<file path="src/rtl/fan_line_packer_if.sv">
// Handshake bundle between the partial-product producer, the FAN line packer
// and the first adder stage. slave is the packer's view, master the environment's.
interface fan_line_packer_if #(
  parameter int DW_DATA = 8,
  parameter int DW_ROW  = 4,
  parameter int DW_LINE = 16,
  parameter int NUM_IN  = 4
) ();
  logic                      in_valid;
  logic                      in_ready;
  logic [DW_DATA-1:0]        in_data;
  logic [DW_ROW-1:0]         in_row;
  logic                      in_last;
  logic                      out_valid;
  logic                      out_ready;
  logic [NUM_IN*DW_LINE-1:0] out;

  modport slave (
    input  in_valid, in_data, in_row, in_last, out_ready,
    output in_ready, out_valid, out
  );

  modport master (
    output in_valid, in_data, in_row, in_last, out_ready,
    input  in_ready, out_valid, out
  );
endinterface

</file>
<file path="src/rtl/fan_line_packer.sv">
// Packs a serial stream of row-tagged products into NUM_IN-lane FAN line groups.
// Optional macro FAN_PACK_STATS_EN adds stat_groups/stat_lines transfer counters.
module fan_line_packer #(
  parameter int DW_DATA = 8,
  parameter int DW_ROW  = 4,
  parameter int DW_CTRL = 4,
  parameter int DW_LINE = DW_DATA + DW_ROW + DW_CTRL,
  parameter int NUM_IN  = 4
) (
  input  logic               clk,
  input  logic               rst,
`ifdef FAN_PACK_STATS_EN
  output logic [15:0]        stat_groups,
  output logic [15:0]        stat_lines,
`endif
  fan_line_packer_if.slave   bus
);
  localparam int CNT_W = $clog2(NUM_IN + 1);
  localparam logic [0:0] ST_FILL = 1'b0;
  localparam logic [0:0] ST_FULL = 1'b1;

  logic [0:0]                state;
  logic [CNT_W-1:0]          count;
  logic [CNT_W-1:0]          grp_count;
  logic [DW_DATA-1:0]        fill_data [NUM_IN];
  logic [DW_ROW-1:0]         fill_row  [NUM_IN];
  logic [DW_DATA-1:0]        lane_data [NUM_IN];
  logic [DW_ROW-1:0]         lane_row  [NUM_IN];
  logic [DW_CTRL-1:0]        lane_ctrl [NUM_IN];
  logic [NUM_IN-1:0]         lane_valid;
  logic [NUM_IN-1:0]         same_next;
  logic [NUM_IN-1:0]         link_hi;
  logic [NUM_IN-1:0]         link_lo;
  logic [NUM_IN-1:0]         keep;
  logic [NUM_IN*DW_LINE-1:0] group_lines;
  logic [NUM_IN*DW_LINE-1:0] out_q;
  logic                      out_valid_q;
  logic                      in_ready;
  logic                      accept;
  logic                      close;
  logic                      out_free;
  logic                      transfer;

  assign in_ready      = (state == ST_FILL);
  assign bus.in_ready  = in_ready;
  assign bus.out_valid = out_valid_q;
  assign bus.out       = out_q;

  assign accept    = bus.in_valid && in_ready;
  assign grp_count = accept ? count + CNT_W'(1) : count;
  assign close     = accept && ((grp_count == CNT_W'(NUM_IN)) || bus.in_last);
  assign out_free  = !out_valid_q || bus.out_ready;
  assign transfer  = out_free && ((state == ST_FULL) || close);

  // The group view merges the product being accepted this cycle so a close can transfer on the same edge.
  for (genvar i = 0; i < NUM_IN; i++) begin : g_lane
    assign lane_valid[i] = CNT_W'(i) < grp_count;
    assign lane_data[i]  = (accept && count == CNT_W'(i)) ? bus.in_data : fill_data[i];
    assign lane_row[i]   = (accept && count == CNT_W'(i)) ? bus.in_row  : fill_row[i];

    if (i < NUM_IN - 1) begin : g_pair
      assign same_next[i] = lane_valid[i] && lane_valid[i+1] && (lane_row[i] == lane_row[i+1]);
    end else begin : g_top
      assign same_next[i] = 1'b0;
    end

    if (i == 0) begin : g_bottom
      assign link_lo[i] = 1'b0;
    end else begin : g_lower
      assign link_lo[i] = same_next[i-1];
    end

    assign link_hi[i]   = same_next[i];
    assign keep[i]      = lane_valid[i] && !link_lo[i] && !link_hi[i];
    assign lane_ctrl[i] = DW_CTRL'({lane_valid[i], keep[i], link_hi[i], link_lo[i]});
    assign group_lines[i*DW_LINE +: DW_LINE] =
      lane_valid[i] ? {lane_ctrl[i], lane_row[i], lane_data[i]} : '0;
  end

  always_ff @(posedge clk) begin
    if (rst) begin
      state       <= ST_FILL;
      count       <= '0;
      out_valid_q <= 1'b0;
      out_q       <= '0;
      for (int i = 0; i < NUM_IN; i++) begin
        fill_data[i] <= '0;
        fill_row[i]  <= '0;
      end
    end else begin
      for (int i = 0; i < NUM_IN; i++) begin
        if (accept && count == CNT_W'(i)) begin
          fill_data[i] <= bus.in_data;
          fill_row[i]  <= bus.in_row;
        end
      end

      if (transfer) begin
        count <= '0;
        state <= ST_FILL;
      end else if (close) begin
        count <= grp_count;
        state <= ST_FULL;
      end else if (accept) begin
        count <= grp_count;
      end

      // A transfer during a drain reloads the register, so out_valid never dips.
      if (transfer) begin
        out_q       <= group_lines;
        out_valid_q <= 1'b1;
      end else if (bus.out_ready) begin
        out_valid_q <= 1'b0;
      end
    end
  end

`ifdef FAN_PACK_STATS_EN
  always_ff @(posedge clk) begin
    if (rst) begin
      stat_groups <= '0;
      stat_lines  <= '0;
    end else if (transfer) begin
      stat_groups <= stat_groups + 16'd1;
      stat_lines  <= stat_lines + 16'(grp_count);
    end
  end
`else
  // Statistics counters are not built in this configuration.
`endif

endmodule

</file>
<file path="src/flat_wrapper.sv">
// flat-port wrapper written by rule: the top's interface ports become plain ports
module fan_line_packer_flat 
#(
  parameter int DW_DATA = 8,
  parameter int DW_ROW  = 4,
  parameter int DW_CTRL = 4,
  parameter int DW_LINE = DW_DATA + DW_ROW + DW_CTRL,
  parameter int NUM_IN  = 4
)
  (clk, rst, bus_in_valid, bus_in_data, bus_in_row, bus_in_last, bus_out_ready, bus_in_ready, bus_out_valid, bus_out);
  fan_line_packer_if #(.DW_DATA(DW_DATA), .DW_ROW(DW_ROW), .DW_LINE(DW_LINE), .NUM_IN(NUM_IN)) bus_i ();
  input  logic clk;
  input  logic rst;
  input wire logic [$bits(bus_i.in_valid)-1:0] bus_in_valid;
  input wire logic [$bits(bus_i.in_data)-1:0] bus_in_data;
  input wire logic [$bits(bus_i.in_row)-1:0] bus_in_row;
  input wire logic [$bits(bus_i.in_last)-1:0] bus_in_last;
  input wire logic [$bits(bus_i.out_ready)-1:0] bus_out_ready;
  output wire logic [$bits(bus_i.in_ready)-1:0] bus_in_ready;
  output wire logic [$bits(bus_i.out_valid)-1:0] bus_out_valid;
  output wire logic [$bits(bus_i.out)-1:0] bus_out;
  assign bus_i.in_valid = bus_in_valid;
  assign bus_i.in_data = bus_in_data;
  assign bus_i.in_row = bus_in_row;
  assign bus_i.in_last = bus_in_last;
  assign bus_i.out_ready = bus_out_ready;
  assign bus_in_ready = bus_i.in_ready;
  assign bus_out_valid = bus_i.out_valid;
  assign bus_out = bus_i.out;
  fan_line_packer #(.DW_DATA(DW_DATA), .DW_ROW(DW_ROW), .DW_CTRL(DW_CTRL), .DW_LINE(DW_LINE), .NUM_IN(NUM_IN)) u_core (.clk(clk), .rst(rst), .bus(bus_i));
endmodule
</file>
<file path="config.mk">
export PLATFORM = sky130hd
export DESIGN_NAME = fan_line_packer_flat
export DESIGN_NICKNAME = d
export VERILOG_FILES = /design/src/rtl/fan_line_packer_if.sv /design/src/rtl/fan_line_packer.sv /design/src/flat_wrapper.sv
export SDC_FILE = /design/constraint.sdc
export NUM_CORES = 1
export LEC_CHECK = 0
export ABC_AREA = 1
export BUFFER_PORTS_ARGS = -buffer_cell sky130_fd_sc_hd__buf_2
export CORE_MARGIN = 2
export CORE_UTILIZATION = 38
export CTS_CLUSTER_SIZE = 25
export DETAILED_ROUTE_END_ITERATION = 6
export MAX_ROUTING_LAYER = met4
export PLACE_DENSITY = 0.59
export SYNTH_ARGS = -nofsm -noshare
export SYNTH_HDL_FRONTEND = slang
export SYNTH_SLANG_ARGS = --single-unit
</file>
<file path="constraint.sdc">
create_clock -name clk -period 3.9 [get_ports clk]
set_clock_uncertainty 0.1 [all_clocks]
set_input_delay 0.78 -clock clk [delete_from_list [all_inputs] [get_ports clk]]
set_output_delay 0.78 -clock clk [all_outputs]
set_load 0.05 [all_outputs]
</file>
; Yosys cells after proc, flatten, opt, wreduce, memory -nomap -nowiden
; Memory sizes are Yosys's and may differ from the RTL's.
; Index checks and enable logic that the tools add are counted.
[classes]
n_eq_ne = 7
n_reduce_logical = 30
add_sub_neg = 1
n_bitwise = 9
muxes = 39
magnitude_cmp = 4
[op_table]
columns = op, n
row1 = 16-bit two-way mux, 4
row2 = 8-bit two-way mux, 8
row3 = 4-bit two-way mux, 8
row4 = 1-bit logical AND, 19
row5 = 1-bit two-way mux, 16
row6 = 4-bit equality test, 3
row7 = 3-bit two-way mux, 3
row8 = 1-bit bitwise OR, 8
row9 = "3-bit by 2-bit equality test with 1-bit output, second input constant", 2
row10 = "1-bit by 3-bit < comparator with 1-bit output, first input constant", 2
row11 = "2-bit by 3-bit < comparator with 1-bit output, first input constant", 2
row12 = 1-bit zero test, 4
row13 = 2-bit nonzero test, 2
row14 = "3-bit by 1-bit adder with 3-bit output, second input constant", 1
row15 = "3-bit by 1-bit equality test with 1-bit output, second input constant", 1
row16 = "3-bit equality test, second input constant", 1
row17 = 3-bit zero test, 1
row18 = 1-bit logical OR, 3
row19 = 2-bit OR reduction, 1
row20 = 1-bit inverter, 1
[word_totals]
inputBits = 17
out_inout_bits = 66
memories = 2
ff_bits = 69
mem_bits_rw = 48
elab_cells = 96
[mem_list]
columns = name, words, width, rd, rd_clocked_by_memory_dff, write_ports, line_no
row1 = u_core.fill_data, 4, 8, 4, 0, 4, fan_line_packer.sv:25  ; logic [DW_DATA-1:0] fill_data [NUM_IN];
row2 = u_core.fill_row, 4, 4, 4, 0, 4, fan_line_packer.sv:26  ; logic [DW_ROW-1:0] fill_row [NUM_IN];

; Logic depth before layout (Yosys ltp)
[logic_depth]
depth_word = 10
mapped_depth = 15
depth_no_buf = 15

; Least setup slack after synthesis
; No wires, ideal clock.
[synth_timing]
path_kind = in2reg
start = input port rst
end = memory u_core.fill_data[0][0], enable pin
path_slack_ps = 1562
required_ps = 3468
path_buffers = 3
t_arrival_ps = 1905
path_stages = 5
setup_time_ps = 332
cell_sequence = clkbuf_1 -> inv_2 -> clkbuf_1 -> clkbuf_1 -> nand2_1
[synth_lines]
columns = item, line_no
row1 = from (decl), flat_wrapper.sv:13  ; input logic rst;
row2 = to (decl), fan_line_packer.sv:25

; Worst setup path in the final report
[layout_timing]
start = register u_core.count[0]
end = register u_core.out_q[7] (netlist: u_core.bus.out[7])
[layout_via]
elab_chain_len = 7
elab_cells_between_ends = 12
classes_between = add/sub: 1 / order compare: 1 / eq/ne: 1 / mux: 3 / reduce/logical: 6
[layout_lines]
columns = item, line_no
row1 = from (decl), fan_line_packer.sv:23  ; logic [CNT_W-1:0] count;
row2 = from (signal assigned), fan_line_packer.sv:102  ; count <= grp_count;
row3 = from (signal assigned), fan_line_packer.sv:105  ; count <= grp_count;
row4 = "parallel branches: the longest is 7 deep, another holds 3-bit by 1-bit adder with 3-bit output", -
row5 = to (signal assigned), fan_line_packer.sv:110  ; out_q <= group_lines;
row6 = to (decl), fan_line_packer.sv:36  ; logic [NUM_IN*DW_LINE-1:0] out_q;
; Several ways; the timed one is not identified.
; A chain may end at the register's enable or synchronous reset.

==> qor.csv <==
stage;metric;value;unit
synthesis;netlist_top_cells_count;nand2_1 (236), nand3_1 (96), dfxtp_1 (67), nor2_1 (62), edfxtp_1 (48);
routing;viasPerCell;4.87;
timing;hold_viol;0;
routing;routed_wl;13500;um
synthesis;ys.flop_type;dfxtp_1;
pwr;p_comb_share;10.5;%
finish;syn_to_final_growth;20.9;%
timing;worst_pin_slew;0.679;ns
synthesis;syn-cell-area;5110;sq um
clock_network;cts.sinks;115;
routing;dr_total_vias;4441;
timing;rsz0062_at_grt;no;
placed_design;dpl.hpwl;9670;um
clock_network;cts_tree;done;
pwr;p_clk_share;47.7;%
clock_network;post_cts_buffers;0;
pwr;p_seq_share;41.8;%
timing;clock.fmax;360;MHz
clock_network;clk_pin_slew;0.05;ns
setup_path;worstSetupPathType;reg -> reg;
placed_design;pre_cts_ws;0.940;ns
clock_network;cts_buffer_depth;2;
finish;stdcell_count;912;
synthesis;yosysMostFrequentCell;nand2_1;
timing;worst_slack;1.12;ns
synthesis;synth_edf_count;48;
clock_network;clk_latency;0.42;ns
synthesis;synthArstFlopShare;0;%
global_route;grt_first_pass_wirelength;21600;um
floorplanning;die_x;120;um
timing;min_period;2.78;ns
setup_path;crit_fanout;42;
floorplanning;num_rows;42;
floorplanning;die_h;120;um
flow_run;cap_violations;0;
finish;finalNetCount;745;
setup_path;worstPathRequired;4.16;ns
clock_network;cts_resized;0;
pwr;switching_share;25.6;%
synthesis;synth_cells;652;
synthesis;ys_warn_count;0;
timing;fin_hold_ws;0.366;ns
global_route;grt_pass1_vias;4211;
global_route;antenna_found_initial;0;
global_route;grt_overflow;0;
clock_network;htree_levels;4;
synthesis;ys_ff_latch;115;
timing;fin_crit_sh;71.3;%
routing;ant_nets;0;
placed_design;port_buffers;80;
finish;final_util;46.9;%
timing;fin_tns_setup;0;ns
synthesis;yosys.area.top_type;edfxtp_1;
routing;drt_iter0_drc;371;
clock_network;numCtsBuffers;17;
routing;detail_route.wl_per_cell;14.8;um
clock_network;ctsHoldBuffers;0;
routing;drc;0;
floorplanning;ios;83;
timing;drv_slew;0;
pwr;ir_worst_vdd;0.346;mV
finish;drive_gt1_share;17.1;%
setup_path;cp-start-kind;register;
finish;n_antenna_cell;0;
placed_design;dp.cells;880;
synthesis;synth.area.top_cells;edfxtp_1 (28%), dfxtp_1 (26%), nand2_1 (17%), nand3_1 (9.4%), nor2_1 (4.5%);
synthesis;synth.avg_cell_area;7.84;sq um
setup_path;arrival;3.04;ns
clock_network;cts_root_buf;clkbuf_16;
synthesis;yosys.cell_types.count;23;
routing;drt_first_pass_iters;4;
timing;slew_headroom;54.6;%
pwr;p_int;2.36;mW
synthesis;post-synth-top-area-fraction;28.2;%
finish;n_fill_cell;1324;
pwr;power_density;514;nW/um^2
synthesis;yosysSeqAreaShare;54.4;%
hold_path;hold_path.class;reg -> reg;
floorplanning;core;13200;sq um
global_route;grt_max_degree;43;
setup_path;crit_path_end_kind;register;
global_route;grtUsageTotal;20.2;%
timing;setup_viol;0;
floorplanning;dieArea;14400;sq um
placed_design;gp_congestion;0.912;
pwr;p_leak;3.12;nW
outcome;outcome;finished clean;
pwr;switching_power;0.814;mW
floorplanning;initial_core_util;38.8;%
==> stage by stage <==
| stage | total power [mW] | area (sq um) |
|---|---|---|
| after floorplan | 1.60 | 5120 |
| after global placement | 1.68 | 5600 |
| after detailed placement | 1.69 | 5600 |
| after CTS | 3.20 | 6180 |
| after global routing | 3.30 | 6180 |
| final | 3.18 | 6180 |
==> worst max-delay path, cell delays in order (launching register included) <==
cell and delay (ns):
dfxtp_1 0.34, ha_1 0.21, ha_1 0.28, inv_1 0.05, nand2_1 0.05, nand2_1 0.19, nand3_1 0.11, nand2_1 0.07
nand2_1 0.05, nand2_2 0.11, nand2_4 0.27, nor2_2 0.56, nand2_1 0.21, nand2_1 0.11
==> layout make-up <==
type / instances / area (sq um) / area share [%]
clock buffers: 25 / 518 / 8.38
clock inverters: 7 / 66.3 / 1.07
inverters: 44 / 165 / 2.67
multi-input cells: 460 / 1990 / 32.2
flip-flops and latches: 115 / 2780 / 45.0
well taps: 176 / 220 / 3.56
repair buffers: 85 / 438 / 7.08
==> registers in the layout, summed over array words and instances, names as in the netlist <==
register and flops:
u_core.state 1, u_core.fill_row 16, u_core.bus.out_valid 1, u_core.count 3
u_core.bus.out 62, u_core.fill_data 32
==> per-layer routing <==
metal  wire length, um  global-route usage [%]
met1              6500                    27.3
met5                 0                       -
met2              5880                    28.7
met3               751                    4.90
met4               384                    9.49
==> cell families after synthesis <==
logic type / Yosys count / share of synthesized area, %
and+or+nand+nor: 406 / 32.9
DFF: 115 / 54.4
buffers and inverters: 78 / 6.70
AOI/OAI and AO/OA: 46 / 4.50
adders and majority gates: 5 / 1.22
xor gates and xnor gates: 1 / 0.171
other: 1 / 0.0733
==> final timing paths <==
check	from	to	slack (ns)	depth (start not counted)
max	u_core.count[0]	u_core.bus.out[7]	1.12	13
min	u_core.bus.out[23]	u_core.bus.out[23]	0.37	2
max reg2reg	u_core.count[0]	u_core.bus.out[7]	1.12	13
min reg2reg	u_core.bus.out[23]	u_core.bus.out[23]	0.37	2
==> power by group through the flow <==
stage          clock network (mW)  registers [mW]  logic [mW]
2_1_floorplan                   0            1.41       0.188
3_3_place_gp                    0            1.35       0.329
3_5_place_dp                    0            1.35       0.331
4_1_cts                      1.54            1.33       0.333
5_1_grt                      1.60            1.33       0.367
6_report                     1.52            1.33       0.333
==> cells in the final DEF (no fill, tap or decap), types with 2 or more instances in the layout <==
cell	synthesis	layout
nor2_1	62	62
nand2_1	236	236
clkbuf_16	0	19
o21ai_1	2	2
nor2_2	5	5
inv_2	3	3
clkbuf_1	12	4
edfxtp_1	48	48
dfxtp_1	67	67
inv_4	0	2
clkbuf_8	0	2
ha_1	5	5
buf_2	10	80
nand2_2	3	3
conb_1	1	2
o21ai_0	44	44
nand3_1	96	96
inv_1	41	41
clkinv_2	0	3
buf_4	6	5
Note: power is estimated with default switching activity, not from simulation.
